`config.mk`:
```
export PLATFORM = sky130hd
export DESIGN_NAME = jump_redirect_ctrl
export DESIGN_NICKNAME = d
export VERILOG_FILES = /design/src/rtl/jump_redirect_ctrl_pkg.sv /design/src/rtl/jump_target_calc.sv /design/src/rtl/jump_redirect_ctrl.sv
export SDC_FILE = /design/constraint.sdc
export NUM_CORES = 1
export LEC_CHECK = 0
export ABC_AREA = 1
export ABC_CLOCK_PERIOD_IN_PS = 4000
export BUFFER_PORTS_ARGS = -buffer_cell sky130_fd_sc_hd__buf_4
export CORE_MARGIN = 1
export CORE_UTILIZATION = 43
export DETAILED_ROUTE_END_ITERATION = 16
export PLACE_DENSITY = 0.66
export SYNTH_ARGS = -nofsm -noshare
export SYNTH_HDL_FRONTEND = slang
export SYNTH_HIERARCHICAL = 1
export SYNTH_SLANG_ARGS = --single-unit
```
`constraint.sdc`:
```
create_clock -name clk -period 4 [get_ports clk]
set_clock_uncertainty 0.15 [all_clocks]
set_input_delay 0.2 -clock clk [delete_from_list [all_inputs] [get_ports clk]]
set_output_delay 0.2 -clock clk [all_outputs]
set_load 0.1 [all_outputs]
```
`src/rtl/jump_redirect_ctrl_pkg.sv`:
```
`default_nettype none
// ============================================================================
// Module      : jump_redirect_ctrl_pkg
// Description : Shared processor defines for the jump redirect path.
//               Holds the decoder jump_control encodings and the
//               jump_redirect_ctrl FSM state type.
// Revision    : 1.0 - initial release
// ============================================================================
package jump_redirect_ctrl_pkg;

    // Decoder jump_control encodings; 2'b11 is unused and treated as a no-op.
    localparam logic [1:0] JMP_NOP  = 2'b00;
    localparam logic [1:0] JMP_JAL  = 2'b01;
    localparam logic [1:0] JMP_JALR = 2'b10;

    typedef enum logic [2:0] {
        ST_IDLE      = 3'd0,
        ST_RF_READ   = 3'd1,
        ST_REDIRECT  = 3'd2,
        ST_WRITEBACK = 3'd3,
        ST_FLUSH     = 3'd4
    } jmp_state_e;

endpackage : jump_redirect_ctrl_pkg
`default_nettype wire

```
`src/rtl/jump_target_calc.sv`:
```
`default_nettype none
// ============================================================================
// Module      : jump_target_calc
// Description : Combinational jump target and link address arithmetic.
//               JAL : target = pc + sext(imm[20:0])
//               JALR: target = (operand + sext(imm[11:0])) & ~1
//               link = pc + 4. All sums wrap modulo 2^32.
// Ports       : pc, operand, imm, is_jalr (in); target, link (out)
// Revision    : 1.0 - initial release
// ============================================================================
module jump_target_calc (
    input  logic [31:0] pc,
    input  logic [31:0] operand,
    input  logic [20:0] imm,
    input  logic        is_jalr,
    output logic [31:0] target,
    output logic [31:0] link
);

    logic [31:0] w_imm_j;
    logic [31:0] w_imm_i;
    logic [31:0] w_jalr_sum;

    assign w_imm_j    = {{11{imm[20]}}, imm};
    assign w_imm_i    = {{20{imm[11]}}, imm[11:0]};
    assign w_jalr_sum = operand + w_imm_i;

    assign target = is_jalr ? {w_jalr_sum[31:1], 1'b0} : (pc + w_imm_j);
    assign link   = pc + 32'd4;

endmodule : jump_target_calc
`default_nettype wire

```
`src/rtl/jump_redirect_ctrl.sv`:
```
`default_nettype none
// ============================================================================
// Module      : jump_redirect_ctrl
// Description : Accepts a decoded JAL/JALR, reads rs1 from the register file
//               when needed, issues a one-cycle PC redirect, writes the link
//               address back to rd, then holds flush for FLUSH_CYCLES cycles.
// Ports       : clk, reset (async, active-high)
//               jmp_valid/jmp_ready + jump_control, rd, rs1, imm, pc
//               rf_rd_req/rf_rd_addr/rf_rd_ack/rf_rd_data
//               wb_valid/wb_rd/wb_data/wb_ready
//               redirect_valid, redirect_pc, flush, busy
//               trap_misalign (only with JUMP_MISALIGN_TRAP_EN)
// Config      : JUMP_MISALIGN_TRAP_EN - when defined, a target with bit 1 set
//               raises trap_misalign instead of redirecting.
// Revision    : 1.0 - initial release
// ============================================================================
module jump_redirect_ctrl
    import jump_redirect_ctrl_pkg::*;
#(
    parameter int FLUSH_CYCLES = 2
) (
    input  logic        clk,
    input  logic        reset,
    input  logic        jmp_valid,
    output logic        jmp_ready,
    input  logic [1:0]  jump_control,
    input  logic [4:0]  rd,
    input  logic [4:0]  rs1,
    input  logic [20:0] imm,
    input  logic [31:0] pc,
    output logic        rf_rd_req,
    output logic [4:0]  rf_rd_addr,
    input  logic        rf_rd_ack,
    input  logic [31:0] rf_rd_data,
    output logic        wb_valid,
    output logic [4:0]  wb_rd,
    output logic [31:0] wb_data,
    input  logic        wb_ready,
    output logic        redirect_valid,
    output logic [31:0] redirect_pc,
    output logic        flush,
    output logic        busy
`ifdef JUMP_MISALIGN_TRAP_EN
    ,
    output logic        trap_misalign
`endif
);

    localparam logic [2:0] c_flush_load = 3'(FLUSH_CYCLES - 1);

    jmp_state_e  r_state;
    logic [31:0] r_pc;
    logic [4:0]  r_rd;
    logic [4:0]  r_rs1;
    logic [20:0] r_imm;
    logic [1:0]  r_jc;
    logic [31:0] r_target;
    logic [2:0]  r_flush_cnt;

    logic [31:0] w_calc_pc;
    logic [20:0] w_calc_imm;
    logic        w_calc_jalr;
    logic [31:0] w_operand;
    logic [31:0] w_target;
    logic [31:0] w_link;
    logic        w_misalign;

    // In IDLE the calculator works on the live decoder fields so the target
    // is ready on the transfer edge; afterwards it works on latched fields.
    assign w_calc_pc   = (r_state == ST_IDLE) ? pc  : r_pc;
    assign w_calc_imm  = (r_state == ST_IDLE) ? imm : r_imm;
    assign w_calc_jalr = (r_state == ST_IDLE) ? (jump_control == JMP_JALR)
                                              : (r_jc == JMP_JALR);
    // rs1 == 0 reads as zero without touching the register file.
    assign w_operand   = (r_state == ST_RF_READ) ? rf_rd_data : 32'd0;

    jump_target_calc u_calc (
        .pc      (w_calc_pc),
        .operand (w_operand),
        .imm     (w_calc_imm),
        .is_jalr (w_calc_jalr),
        .target  (w_target),
        .link    (w_link)
    );

`ifdef JUMP_MISALIGN_TRAP_EN
    assign w_misalign = r_target[1];
`else
    assign w_misalign = 1'b0;
`endif

    always_ff @(posedge clk or posedge reset) begin
        if (reset) begin
            r_state     <= ST_IDLE;
            r_pc        <= 32'd0;
            r_rd        <= 5'd0;
            r_rs1       <= 5'd0;
            r_imm       <= 21'd0;
            r_jc        <= JMP_NOP;
            r_target    <= 32'd0;
            r_flush_cnt <= 3'd0;
        end else begin
            case (r_state)
                ST_IDLE: begin
                    if (jmp_valid) begin
                        r_pc  <= pc;
                        r_rd  <= rd;
                        r_rs1 <= rs1;
                        r_imm <= imm;
                        r_jc  <= jump_control;
                        if (jump_control == JMP_JAL) begin
                            r_target <= w_target;
                            r_state  <= ST_REDIRECT;
                        end else if (jump_control == JMP_JALR) begin
                            if (rs1 != 5'd0) begin
                                r_state <= ST_RF_READ;
                            end else begin
                                r_target <= w_target;
                                r_state  <= ST_REDIRECT;
                            end
                        end
                    end
                end
                ST_RF_READ: begin
                    if (rf_rd_ack) begin
                        r_target <= w_target;
                        r_state  <= ST_REDIRECT;
                    end
                end
                ST_REDIRECT: begin
                    if (w_misalign || (r_rd == 5'd0)) begin
                        r_flush_cnt <= c_flush_load;
                        r_state     <= ST_FLUSH;
                    end else begin
                        r_state <= ST_WRITEBACK;
                    end
                end
                ST_WRITEBACK: begin
                    if (wb_ready) begin
                        r_flush_cnt <= c_flush_load;
                        r_state     <= ST_FLUSH;
                    end
                end
                ST_FLUSH: begin
                    if (r_flush_cnt == 3'd0) begin
                        r_state <= ST_IDLE;
                    end else begin
                        r_flush_cnt <= r_flush_cnt - 3'd1;
                    end
                end
                default: r_state <= ST_IDLE;
            endcase
        end
    end

    // Outputs decode from state only, so reset forces them at once.
    always_comb begin
        jmp_ready      = 1'b0;
        busy           = 1'b1;
        rf_rd_req      = 1'b0;
        rf_rd_addr     = 5'd0;
        wb_valid       = 1'b0;
        wb_rd          = 5'd0;
        wb_data        = 32'd0;
        redirect_valid = 1'b0;
        redirect_pc    = 32'd0;
        flush          = 1'b0;
`ifdef JUMP_MISALIGN_TRAP_EN
        trap_misalign  = 1'b0;
`endif
        case (r_state)
            ST_IDLE: begin
                jmp_ready = 1'b1;
                busy      = 1'b0;
            end
            ST_RF_READ: begin
                rf_rd_req  = 1'b1;
                rf_rd_addr = r_rs1;
            end
            ST_REDIRECT: begin
`ifdef JUMP_MISALIGN_TRAP_EN
                trap_misalign = w_misalign;
`endif
                redirect_valid = !w_misalign;
                redirect_pc    = w_misalign ? 32'd0 : r_target;
            end
            ST_WRITEBACK: begin
                wb_valid = 1'b1;
                wb_rd    = r_rd;
                wb_data  = w_link;
            end
            ST_FLUSH: begin
                flush = 1'b1;
            end
            default: begin
                busy = 1'b1;
            end
        endcase
    end

endmodule : jump_redirect_ctrl
`default_nettype wire

```
==> reports/results.md, run 1 <==
| Item | This run | Unit |
|---|---|---|
| Achievable frequency | 267 | MHz |
| Filler cell count | 2691 | - |
| Global-route wire length before repair | 59200 | um |
| Average vias per placed instance | 4.86 | - |
| Antenna diode count | 0 | - |
| Router iterations before antenna repair | 5 | - |
| CTS root buf | clkbuf_16 | - |
| Clock tree from TritonCTS | yes | - |
| Number of sinks driven by the clock tree | 103 | - |
| Port buffer count | 181 | - |
| Slew HR | 42.5 | % |
| Vertical die dimension | 164 | um |
| Crit. End Element | output port | - |
| Number of buffers created by CTS | 9 | - |
| Ports placed on the boundary | 182 | - |
| Number of levels in the clock H-tree | 3 | - |
| Post-detailed-placement half-perimeter wirelength | 29300 | um |
| Most common cell after layout, fill and taps aside | nand2_1 | - |
| Vias in the first global route | 11917 | - |
| Cell family with most CP delay | buffers and inverters | - |
| Number of core rows | 58 | - |
| Number of max-slew violations in the final report | 0 | - |
| Footprint of the multi-input gates | 6870 | um^2 |
| Unique masters post-synth | 37 | - |
| Setup repair after global routing missed its margin | no | - |
| Total Negative Setup Slacks | 0 | ps |
| Register area share after synthesis | 22.8 | % |
| Summed instance area of the synthesized netlist | 11300 | um^2 |
| Pin count of the biggest net entering global routing | 67 | - |
| Worst path cell trace | nor2_4 -> nand2_2 -> buf_12 -> buf_4 -> o21ai_0 -> buf_4 -> nand2_1 -> inv_1 -> nand3_1 -> nor2_1 -> nand4_1 -> xor2_1 -> inv_1 -> nor2_2 -> buf_4 | - |
| Number of DRC violations after detailed routing | 0 | - |
| Total global routing track utilization | 27.8 | % |
| Part of the cycle the worst path needs | 93.7 | % |
| Buffers plus inverters on the worst setup path | 6 | - |
| Pin slew with the least headroom to its limit | 862 | ps |
| Syn avg cell area | 5.59 | um^2 |
| Yosys warns | 6 | - |
| Most used cells in the layout excluding fill and tap cells | nand2_1 (699), inv_1 (429), buf_4 (247), nor2_1 (209), o21ai_0 (138) | - |
| Slowest stage delay, CP | 450 | ps |
| Post-layout net count | 2457 | - |
| Final GP Congestion | 0.923 | - |
| Wirelength per Cell | 13.8 | um |
| DR iter-0 viols | 812 | - |
| Clk buf depth | 2 | - |
| Clock transition at path regs | 80 | ps |
| Post-route antenna net violation count | 0 | - |
| Horizontal die dimension | 164 | um |
| Startpoint type of the worst setup path | flip-flop | - |
| Floorplan die area | 26900 | um^2 |
| Worst hold path type | input pin to flip-flop | - |
| Fraction of layout cells with a size suffix above 1 | 13.6 | % |
| Number of synthesized register bits | 103 | - |
| Number of antenna violations at the first check in global routing | 0 | - |
| Total wire length after detailed routing | 36300 | um |
| Critical path fanouts, max | 59 | - |
| Outcome | complete, no violations | - |
| Arrival time at the worst endpoint | 3400 | ps |
| Worst path required time | 3650 | ps |
| Critical-path cell with the highest stage delay | dfrtp_1 | - |
| Setup slack on the worst flop-to-flop path | 390 | ps |
| Number of vias after detailed routing | 12742 | - |
| Combined flip-flop and latch cell area | 2580 | um^2 |
| Syn_nets | 2188 | - |
| Cells after synthesis | 2020 | - |
| Area delta synth->final | 27.3 | % |
| Max-cap check violation count | 0 | - |
| Time the final worst path needs with I/O delays and setup | 3750 | ps |
| Clock latency reported for the late side of the worst-skew pair | 360 | ps |
| Critical Setup Path Class | flip-flop to output port | - |
| Grt total ovfl | 0 | - |
| Final hold vios | 0 | - |
| Most used cell along the critical path | buf_4 | - |
| Total of endpoints with negative setup slack in the final report | 0 | - |
| Area of the core region | 25500 | um^2 |
| Starting density of the core | 44.4 | % |
final timing paths:
path,startpoint,end,cells past startpoint
max,r_state[1]$_DFFE_PP0P_,wb_data[26],15
min,imm[14],r_imm[14]$_DFFE_PP0P_,3
max reg2reg,r_state[1]$_DFFE_PP0P_,r_target[20]$_DFFE_PP0P_,19
min reg2reg,r_target[1]$_DFFE_PP0P_,r_target[1]$_DFFE_PP0P_,2
max in group asynchronous,reset,r_state[0]$_DFFE_PP0P_,4
min in group asynchronous,reset,r_flush_cnt[1]$_DFFE_PP0P_,3
kinds of logic after synthesis:
group	Yosys count	share of synthesized area [%]
fa+ha+maj	66	7.44
buf+inv	491	16.8
simple gates	1103	40.1
xor+xnor	36	2.79
flops	103	22.8
compound gates	221	10.0
synthesized netlist by cell type, drive strengths merged:
| cell | number | area [um^2] |
|---|---|---|
| a21boi | 2 | 15.0 |
| a21o | 2 | 15.0 |
| a21oi | 62 | 310 |
| and2 | 2 | 12.5 |
| and3 | 2 | 12.5 |
| buf | 34 | 185 |
| clkbuf | 23 | 86.3 |
| dfrtp | 103 | 2580 |
| fa | 2 | 40.0 |
| ha | 64 | 801 |
| inv | 434 | 1630 |
| nand2 | 708 | 2680 |
| nand3 | 90 | 460 |
| nand3b | 6 | 45.0 |
| nand4 | 49 | 313 |
| nor2 | 228 | 903 |
| nor3 | 15 | 80.1 |
| nor4 | 2 | 18.8 |
| o21ai | 149 | 746 |
| o21bai | 5 | 37.5 |
| o22ai | 1 | 6.26 |
| or2 | 1 | 6.26 |
| xnor2 | 12 | 105 |
| xor2 | 24 | 210 |
sequential cells by signal, indices dropped and copies added (netlist names):
| name | cells |
|---|---|
| r_flush_cnt | 3 |
| r_imm | 21 |
| r_jc | 2 |
| r_pc | 32 |
| r_rd | 5 |
| r_rs1 | 5 |
| r_state | 3 |
| r_target | 32 |
per-layer routing:
layer,GRT usage [%],wire length [um],vias up
met5,0,0,-
met4,8.54,927,0
met3,3.11,1650,50
met2,44.7,16000,335
met1,38.7,17700,5690
li1,-,-,6667
worst min-delay path: stages:
cell and delay [ps]:
buf_4 80, inv_1 50, o21ai_0 150
repair_timing:
| action | 4_1_cts | 5_1_grt |
|---|---|---|
| hold endpoints to repair | 89 | 0 |
| resized for setup | 0 | 5 |
| endpoints found under the setup margin | 0 | 5 |
| buffers inserted | 0 | 0 |
| hold buffers | 62 | 0 |
final cells by class:
cell class                      count  share of cell area, %
Clock buffer                        9                   1.57
Clock inverter                      7                  0.661
Inverter                          434                   11.3
Multi-Input combinational cell   1426                   47.7
Sequential cell                   103                   17.9
Tap cell                          330                   2.87
Timing Repair Buffer              315                   17.9
through the flow:
step                      util (%)  worst slack, ps  instance area (um^2)  cells  hold WS [ps]
after global routing          56.5             19.8                 14400   2624          24.2
after global placement        52.7              418                 13400   2546          70.9
after detailed placement      52.7              352                 13400   2546          79.9
after CTS                     56.4              215                 14400   2624          3.16
final                         56.5              254                 14400   2624          18.3
after floorplan                  -             9.10                 11300   2020           198
Power of run 1 is not shown: default switching activity piles up to over one toggle a cycle in this logic, so the estimate is an artifact.
==> run 2: changes to the inputs <==
Settings changed: SYNTH_HIERARCHICAL 1 to not set.
==> run 2 against run 1 <==
Effect of this change:
- worst hold slack worse by 5.1 ps
- global-route usage is 4.2 points higher
- highest routed layer unchanged
- non-clock buffer count is 39 lower
- final area is 2.9% lower
- synthesized cell count is 1.2% lower
- area after synthesis is 1.1% lower
- worst setup slack worse by 87 ps
- routed wire length is 16% higher
- fmax is 2.3% lower
==> reports/results.md, run 2 <==
| Item | This run | Unit |
|---|---|---|
| Pin count of the biggest net entering global routing | 99 | - |
| Number of vias after detailed routing | 13293 | - |
| Worst hold path type | input pin to flip-flop | - |
| Global-route wire length before repair | 65700 | um |
| Number of max-slew violations in the final report | 0 | - |
| Number of levels in the clock H-tree | 3 | - |
| Slew HR | 38.9 | % |
| Number of DRC violations after detailed routing | 0 | - |
| Number of sinks driven by the clock tree | 103 | - |
| Cells after synthesis | 1995 | - |
| Clk buf depth | 2 | - |
| Final GP Congestion | 0.990 | - |
| Dominant cells by area after synthesis | dfrtp_1 (23%), nand2_1 (22%), inv_1 (11%), nand3_1 (8.0%), nor2_1 (7.7%) | - |
| Yosys warns | 0 | - |
| Post-Layout Cell Count | 2561 | - |
| Share of flip-flops with an asynchronous set or reset after synthesis | 100 | % |
| Arrival time at the worst endpoint | 3480 | ps |
| Floorplan die area | 26600 | um^2 |
| Achievable frequency | 261 | MHz |
| Worst path required time | 3650 | ps |
| Time the final worst path needs with I/O delays and setup | 3830 | ps |
| Hold path endpoint | r_pc[16]$_DFFE_PP0P_ | - |
| Part of the cycle the worst path needs | 95.8 | % |
| Count leader, synth | nand2_1 | - |
| Setup slack on the worst flop-to-flop path | 350 | ps |
| Clock latency reported for the late side of the worst-skew pair | 390 | ps |
| Grt total ovfl | 0 | - |
| Portion of synthesized cell area occupied by the leading cell type | 23.1 | % |
| Hold path startpoint | pc[16] | - |
| Predominant post-synthesis flop cell | dfrtp_1 | - |
| Critical path fanouts, max | 21 | - |
| Clock tree from TritonCTS | yes | - |
| Unique masters post-synth | 48 | - |
| Outcome | complete, no violations | - |
| Ports placed on the boundary | 182 | - |
| Number of buffers created by CTS | 9 | - |
| Most used cells in the layout excluding fill and tap cells | nand2_1 (653), inv_1 (338), nor2_1 (226), buf_4 (209), nand3_1 (178) | - |
| CTS root buf | clkbuf_16 | - |
| Startpoint type of the worst setup path | flip-flop | - |
| End of the worst register-to-register path | r_target[31]$_DFFE_PP0P_ | - |
| Largest regs | r_pc: 32 flops, r_target: 32 flops, r_imm: 21 flops | - |
| Register area share after synthesis | 23.1 | % |
| Router iterations before antenna repair | 6 | - |
| Global-route met3 utilization | 3.33 | % |
| Commonest cells in the synthesized netlist | nand2_1 (654), inv_1 (339), nor2_1 (230) | - |
| Filler cell count | 2667 | - |
| Vias in the first global route | 12414 | - |
| Number of antenna violations at the first check in global routing | 0 | - |
| Crit. End Element | output port | - |
| Total wire length after detailed routing | 42100 | um |
| Most common cell after layout, fill and taps aside | nand2_1 | - |
| Port buffer count | 181 | - |
| Number of core rows | 58 | - |
| Post-detailed-placement half-perimeter wirelength | 33100 | um |
| Post-route antenna net violation count | 0 | - |
| Fraction of layout cells with a size suffix above 1 | 13.6 | % |
| Number of stages on the worst hold path | 3 | - |
| Number of synthesized flops with an enable pin | 0 | - |
| Total of endpoints with negative setup slack in the final report | 0 | - |
| Clock transition at path regs | 90 | ps |
| Max-cap check violation count | 0 | - |
| Summed instance area of the synthesized netlist | 11200 | um^2 |
| Vertical die dimension | 163 | um |
| Pin slew with the least headroom to its limit | 917 | ps |
| DR iter-0 viols | 1187 | - |
| Syn avg cell area | 5.60 | um^2 |
| Placed Cells incl. Taps | 2477 | - |
| Total global routing track utilization | 32.0 | % |
| Total Negative Setup Slacks | 0 | ps |
| Number of synthesized register bits | 103 | - |
| Cell type contributing the most total cell area after synthesis | dfrtp_1 | - |
| Startpoint of the worst register-to-register path | r_state[1]$_DFFE_PP0P_ | - |
| Average vias per placed instance | 5.19 | - |
| Number of cells on the worst reg-to-reg path | 19 | - |
| Global routing's busiest layer | met2 | - |
| Starting density of the core | 44.1 | % |
| Post-layout net count | 2369 | - |
| Met1 usage | 44.4 | % |
| GRT met2 Usage | 52.5 | % |
| Final hold vios | 0 | - |
| Critical Setup Path Class | flip-flop to output port | - |
| Area delta synth->final | 25.0 | % |
| Antenna diode count | 0 | - |
| Syn_nets | 2138 | - |
| Horizontal die dimension | 163 | um |
| Wirelength per Cell | 16.4 | um |
| Area of the core region | 25300 | um^2 |
==> run 2: cell count changes after synthesis, sizes merged, moves of 5 or more <==
cell | previous run | this run
a211oi | 0 | 5
a21oi | 62 | 98
nor2 | 228 | 239
nand2 | 708 | 660
nand4 | 49 | 23
a31oi | 0 | 10
xnor2 | 12 | 3
inv | 434 | 353
xor2 | 24 | 16
nand3 | 90 | 180
ha | 64 | 41
==> run 2: worst max-delay path by stage <==
stage,startpoint,endpoint,slack [ps],cells past startpoint
6_report,r_state[1]$_DFFE_PP0P_,wb_data[25],170,15
5_1_grt,r_state[1]$_DFFE_PP0P_,wb_data[25],-2,15
4_1_cts,r_state[2]$_DFFE_PP0P_,wb_data[22],3,17
3_5_place_dp,r_state[1]$_DFFE_PP0P_,r_target[27]$_DFFE_PP0P_,-8,15
3_3_place_gp,r_state[1]$_DFFE_PP0P_,r_target[27]$_DFFE_PP0P_,6,15
2_1_floorplan,r_state[0]$_DFFE_PP0P_,wb_data[15],20,8
==> run 2: worst max-delay path, stage by stage (launching register included) <==
cell	delay, ps
dfrtp_2	500
nor2_8	220
buf_4	200
nand2_4	170
nand2_1	120
nand2_2	120
nor2_1	120
nand2_1	130
nor2_2	230
nand4_2	180
nor2_2	240
nand3_1	140
nor2_2	160
nand2_1	100
a21oi_2	140
buf_4	300
==> run 2: layer usage <==
layer	vias to the layer above	wire length (um)
met2	492	19000
li1	6726	-
met1	6018	19500
met4	0	862
met5	-	0
met3	57	2710
==> run 2: cell type report <==
type                            instances  area (um^2)  area share [%]
Clock buffer                            9          225            1.61
Timing Repair Buffer                  276         2260            16.2
Inverter                              355         1340            9.58
Tap cell                              330          413            2.96
Multi-Input combinational cell       1481         7070            50.6
Clock inverter                          7         86.3           0.618
Sequential cell                       103         2580            18.5
==> run 2: per-stage QoR <==
stage	hold slack [ps]	instance area (um^2)	setup WS [ps]	utilization (%)
after floorplan	195	11200	18.4	-
after global placement	211	12900	5.56	51.0
after detailed placement	211	12900	-8.21	51.0
after CTS	3.84	13900	3.06	54.8
after global routing	15.6	14000	-1.93	55.1
final	13.2	14000	166	55.1
==> run 2: kinds of logic (layout without fill, tap and decap cells) <==
group	Yosys count	in the layout	share of synthesized area [%]
AND/OR/NAND/NOR	1134	1136	42.0
buffers and inverters	413	647	14.7
AO/OA/AOI/OAI	283	283	13.9
flip-flops	103	103	23.1
adder cells (fa/ha/maj)	41	41	4.59
XOR/XNOR	19	19	1.49
multiplexers	2	2	0.202
==> run 2: repair_timing <==
item,in CTS,in global routing
hold endpoints to repair,111,0
gates cloned,1,1
endpoints found under the setup margin,9,17
resized for setup,5,13
pin swaps,1,2
buffers inserted,0,2
hold buffers,64,0
Power of run 2 is left out for the same reason.
